==> src/rtl/bitgen.sv <==
// bitgen: builds a W-bit word holding min(K, W) one-bits packed at the MSB end.
// A three-state controller (idle / generate / done) shifts ones into R while
// a down-counter C runs from the saturated K to zero, then holds the result
// with Done high until start is released.
module bitgen #(
   parameter int W  = 8,
   parameter int KW = $clog2(W + 1)
) (
   input  logic          Clock,
   input  logic          Reset,
   input  logic          LK,
   input  logic          s,
   input  logic [KW-1:0] K,
   output logic [W-1:0]  Data,
   output logic          Done
);

   typedef enum logic [1:0] {
      S1 = 2'b00,
      S2 = 2'b01,
      S3 = 2'b10
   } state_t;

   localparam logic [KW-1:0] W_K = KW'(W);

   state_t        y_q, y_d;
   logic [W-1:0]  r_q, r_d;
   logic [KW-1:0] c_q, c_d;

   logic          z;
   logic          lr;
   logic          er;
   logic          ec;
   logic          lc;
   logic [KW-1:0] k_sat;

   assign z     = (c_q == '0);
   assign k_sat = (K > W_K) ? W_K : K;

   // Controller: next state and enables decode from y and z only; LK gates
   // only the count load, never Done.
   always_comb begin
      y_d  = S1;
      lr   = 1'b0;
      er   = 1'b0;
      ec   = 1'b0;
      lc   = 1'b0;
      Done = 1'b0;
      case (y_q)
         S1: begin
            lr  = 1'b1;
            lc  = LK;
            y_d = s ? S2 : S1;
         end
         S2: begin
            er  = ~z;
            ec  = ~z;
            y_d = z ? S3 : S2;
         end
         S3: begin
            Done = 1'b1;
            y_d  = s ? S3 : S1;
         end
         default: begin
            y_d = S1;
         end
      endcase
   end

   // Datapath next values: clear, shift a one in from the top, load or count down.
   always_comb begin
      r_d = r_q;
      c_d = c_q;
      if (lr) begin
         r_d = '0;
      end else if (er) begin
         r_d = {1'b1, r_q[W-1:1]};
      end
      if (lc) begin
         c_d = k_sat;
      end else if (ec) begin
         c_d = c_q - KW'(1);
      end
   end

   // State and datapath registers; reset aborts any run and clears the word.
   always_ff @(posedge Clock) begin
      if (Reset) begin
         y_q <= S1;
         r_q <= '0;
         c_q <= '0;
      end else begin
         y_q <= y_d;
         r_q <= r_d;
         c_q <= c_d;
      end
   end

   assign Data = r_q;

endmodule
==> config.mk <==
export PLATFORM = sky130hd
export DESIGN_NAME = bitgen
export DESIGN_NICKNAME = d
export VERILOG_FILES = /design/src/rtl/bitgen.sv
export SDC_FILE = /design/constraint.sdc
export NUM_CORES = 1
export LEC_CHECK = 0
export CORE_MARGIN = 5
export CORE_UTILIZATION = 45
export CTS_BUF_LIST = sky130_fd_sc_hd__clkbuf_8
export CTS_CLUSTER_SIZE = 14
export DETAILED_ROUTE_END_ITERATION = 10
export HOLD_SLACK_MARGIN = 0.1
export PLACE_DENSITY = 0.77
export RECOVER_POWER = 100
export SYNTH_ARGS = -nofsm -noshare
export SYNTH_HDL_FRONTEND = slang
export SYNTH_SLANG_ARGS = --single-unit
==> constraint.sdc <==
create_clock -name Clock -period 1.4 [get_ports Clock]
set_input_delay 0.14 -clock Clock [delete_from_list [all_inputs] [get_ports Clock]]
set_output_delay 0.14 -clock Clock [all_outputs]
set_load 0.02 [all_outputs]
-- Yosys cells after proc, flatten, opt, wreduce, memory -nomap -nowiden
Index checks and enable logic that the tools add are counted.
- add/subtract/negate cells: 1
- $lt $le $gt $ge: 1
- eq/ne operators: 2
- muxes and demuxes: 11
- bitwise operators: 1
- reductions and logical operators: 4
- operators by type and width (operator ; number):
    $mux W4 ; 3
    $pmux W2 S3 ; 1
    $mux W1 ; 5
    $gt A4 B4 Y1 const B ; 1
    $logic_not A4 Y1 ; 1
    $mux W2 ; 2
    $sub A4 B1 Y4 const B ; 1
    $eq A2 B1 Y1 const B ; 1
    $eq A2 B2 Y1 const B ; 1
    $logic_not A2 Y1 ; 1
    $reduce_bool A2 Y1 ; 1
    $reduce_or A2 Y1 ; 1
    $not A1 Y1 ; 1
- bits in registers: 14
- output and inout port bits: 9
- word-level logic and storage cells: 23

-- Depth between registers and ports, before layout
- depth in word-level cells: 5
- depth in mapped cells: 6
- gate-level depth less buffers: 5

-- Worst setup path after synthesis
Ideal clock, no wire load.
- path kind: flip-flop to flip-flop
- start point: register c_q[0]
- end point: register c_q[0]
- data arrival time: 1.294 ns
- required time: 1.278 ns
- slack: -0.016 ns
- cell stages (with the launch flop): 7
- buffers on the path: 1
- clock period less this slack: 1.416 ns
- path through: dfxtp_1 inv_1 ha_1 or3b_1 buf_2 a32oi_1 a21oi_1
- longest elaborated chain between the ends: 4
- ends and longest elaborated chain (what ; line ; RTL):
    from (decl) ; 28 ; logic [KW-1:0] c_q, c_d;
    from (signal assigned) ; 91 ; c_q <= '0;
    from (signal assigned) ; 95 ; c_q <= c_d;
    parallel branches: the longest is 4 deep, another holds $sub A4 B1 Y4 ; - ;
Parallel ways; which one is timed is not known. The select of a mux whose other input is x is not followed.
A chain may end at the register's enable or synchronous reset.

-- Worst setup path after layout
- start point: register c_q[1]
- end point: register r_q[4] (netlist: Data[4])
- longest elaborated chain between the ends: 3
- ends and longest elaborated chain (what ; line ; RTL):
    $logic_not A4 Y1 ; 37 ; assign z = (c_q == '0);
    $not A1 Y1 ; 56 ; er = ~z;
    $mux W1 ; 49 ; case (y_q)
    to (signal assigned) ; 94 ; r_q <= r_d;
    to (decl) ; 27 ; logic [W-1:0] r_q, r_d;
Every way passes these cells.

==> reports/qor.txt <==
outcome = complete, no violations
Routed Antenna Nets = 0
Least-Margin Pin Slew = 0.607 ns
Syn Std Cell Area = 701 µm²
final instance area = 1010 µm²
hold crit path type = register to register
Post-Place Setup Slack = -0.0590 ns
setup violators final = 0
FFs w/ async S/R, synth = 0%
arrival time worst endpoint = 1.48 ns
dpl cells = 120
DR WL/cell = 14.7 µm
switch share = 30.5%
leading area contributor after synthesis = dfxtp_1
Overflow after GRT = 0
power per cell area = 1300 nW/µm²
cts hold-fix bufs = 0
critical path's top delay family = simple AND/OR/NAND/NOR gates
pin count of the biggest net entering global routing = 12
Bufs on Longest Clock Path = 2
clock buffer count from CTS = 3
# rows = 14
Reg clk slew, reported paths = 0.06 ns
crit share post-route = 98.0%
setup ws final = 0.0282 ns
core area = 1490 µm²
Primary FF master, synth = dfxtp_1
Max-slew headroom = 59.5%
global-route wire length before repair = 3150 µm
main area contributors after synthesis = dfxtp_1, a21oi_1, nand3_1
Syn-to-layout area delta = 44.3%
Clock Latency Late Sink = 0.25 ns
Area after DPL = 938 µm²
root cell of the clock tree = clkbuf_8
Comb power frac = 34.6%
post-layout min period = 1.37 ns
Total Wirelength = 1820 µm
Final Hold Vio Count = 0
NetSw = 402 µW
Max Fclk = 0.729 GHz
die width = 49.5 µm
crit-path cells = inv_2 -> ha_4 -> or3b_4 -> buf_2 -> nand3_1 -> a21oi_1
Critical path origin = c_q[1]
CTS sink cnt = 14
Initial Util = 47.1%
synth warn = 0
Die H = 49.5 µm
Synth top area share = 40.0%
syn avg cell area = 8.65 µm²
Synth cell types = 29
reg2reg start = c_q[1]
total track usage = 16.0%
initial antenna violation count = 0
most frequent cells in the layout = dfxtp_1, a21oi_1, buf_4
max_cap viols = 0
I/O Buffers = 16
layout cell share with drive strength beyond 1 = 27.8%
critical hold path startpoint = Data[3]
First-pass DRT Iterations = 6
H-tree Lvls = 1
clock network fraction of total power = 30.1%
register share of total power = 35.3%
die area = 2450 µm²
number of flops mapped to enable cells by yosys = 0
flops & latches, synth = 14
register area share after synthesis = 40.0%
initial drt markers = 8
RSZ-0062 raised after global routing = true
Crit. End Element = register
cell internal pwr = 915 µW
vias in the first global route = 732
WP data required = 1.50 ns
Synth Net Count = 90
CP peak stage delay = 0.40 ns
critical path's slowest cell = or3b_4
DP HPWL = 1300 µm
clock skew = 0.00105 ns
Antenna Cells = 0
fillers = 137
largest fanout on the critical path = 4
# DRC = 0
Static Leak = 0.358 nW
vias after detailed routing = 724
Slew Limit Fails = 0
routability cong. = 0.911
startpoint types = register
worst vdd ir = 0.000838 V
Setup Crit Path Kind = register to register
CTS tree = built
crit path buf inv count = 2
IO Count = 17
post-layout instance count excluding filler cells = 124
Cells after Synth = 81
nets = 118
Vias/cell = 5.84
[flip-flops by register name, indices dropped and copies added (netlist names)]
register  count
Data          8
y_q           2
c_q           4
[layer usage]
metal / vias up / track usage [%] / part of all wire, %
met3: 6 / 4.22 / 3.9
met1: 353 / 18.2 / 42
li1: 349 / - / -
met4: 0 / 6.55 / 1.5
met5: - / 0 / 0
met2: 16 / 28.1 / 53
[final cells by class]
class                      count  area [µm²]  area share, %
inverter                       3        11.3           1.11
clock buffer                   4        55.1           5.45
sequential                    14         284           28.1
timing repair buffer          29         226           22.4
tap                           16        20.0           1.98
multi-input combinational     58         414           41.0
[kinds of logic (layout without fill, tap and decap cells)]
family	after synthesis	after routing	synth area share (%)
flip-flops	14	14	40.0
XOR/XNOR	1	1	1.25
AO/OA/AOI/OAI	30	30	26.3
buffers and inverters	9	36	7.68
adder cells (fa/ha/maj)	1	1	1.79
AND/OR/NAND/NOR	26	26	23.0
[Yosys cell counts (2+ instances only)]
cell,number
buf_2,4
inv_1,3
o211ai_1,2
o21ai_0,8
nor2b_1,3
o21bai_1,2
nor3b_1,3
buf_6,2
nand3_1,8
dfxtp_1,14
or3_1,2
a21oi_1,12
nor2_1,2
[power groups by stage]
stage	combinational [mW]	sequential (mW)	clock (mW)
after floorplan	0.258	0.451	0
after CTS	0.412	0.457	0.402
final	0.456	0.465	0.397
after global routing	0.497	0.471	0.433
after global placement	0.386	0.461	0
after detailed placement	0.392	0.464	0
[per-stage QoR]
stage	setup TNS, ns	utilization (%)	power [mW]	hold slack [ns]
global placement	-0.0133	63.0	0.847	0.463
CTS	-0.00770	67.6	1.27	0.485
global route	-0.177	67.9	1.40	0.500
floorplan	0	-	0.709	0.209
finish	0	67.9	1.32	0.478
detailed placement	-0.146	63.0	0.856	0.474
[timing repair]
item	CTS	global route
setup endpoints to repair	12	16
pin swaps	0	2
hold endpoints to repair	0	0
setup buffers	0	0
gates cloned	0	1
resized for setup	5	16
[worst paths after layout]
kind	to	slack, ns	cells past startpoint
worst max register to register	Data[4]	0.03	6
worst max-delay path	Data[4]	0.03	6
worst min-delay path	Data[2]	0.48	2
worst min register to register	Data[2]	0.48	2
[worst register-to-register path: cells and delay by family, from the launching register on]
family	cells	cell delay, ns
compound gates	1	0.06
simple gates	2	0.48
buf+inv	2	0.22
fa+ha+maj	1	0.15
flops	1	0.32
Note: power is estimated with default switching activity, not from simulation.
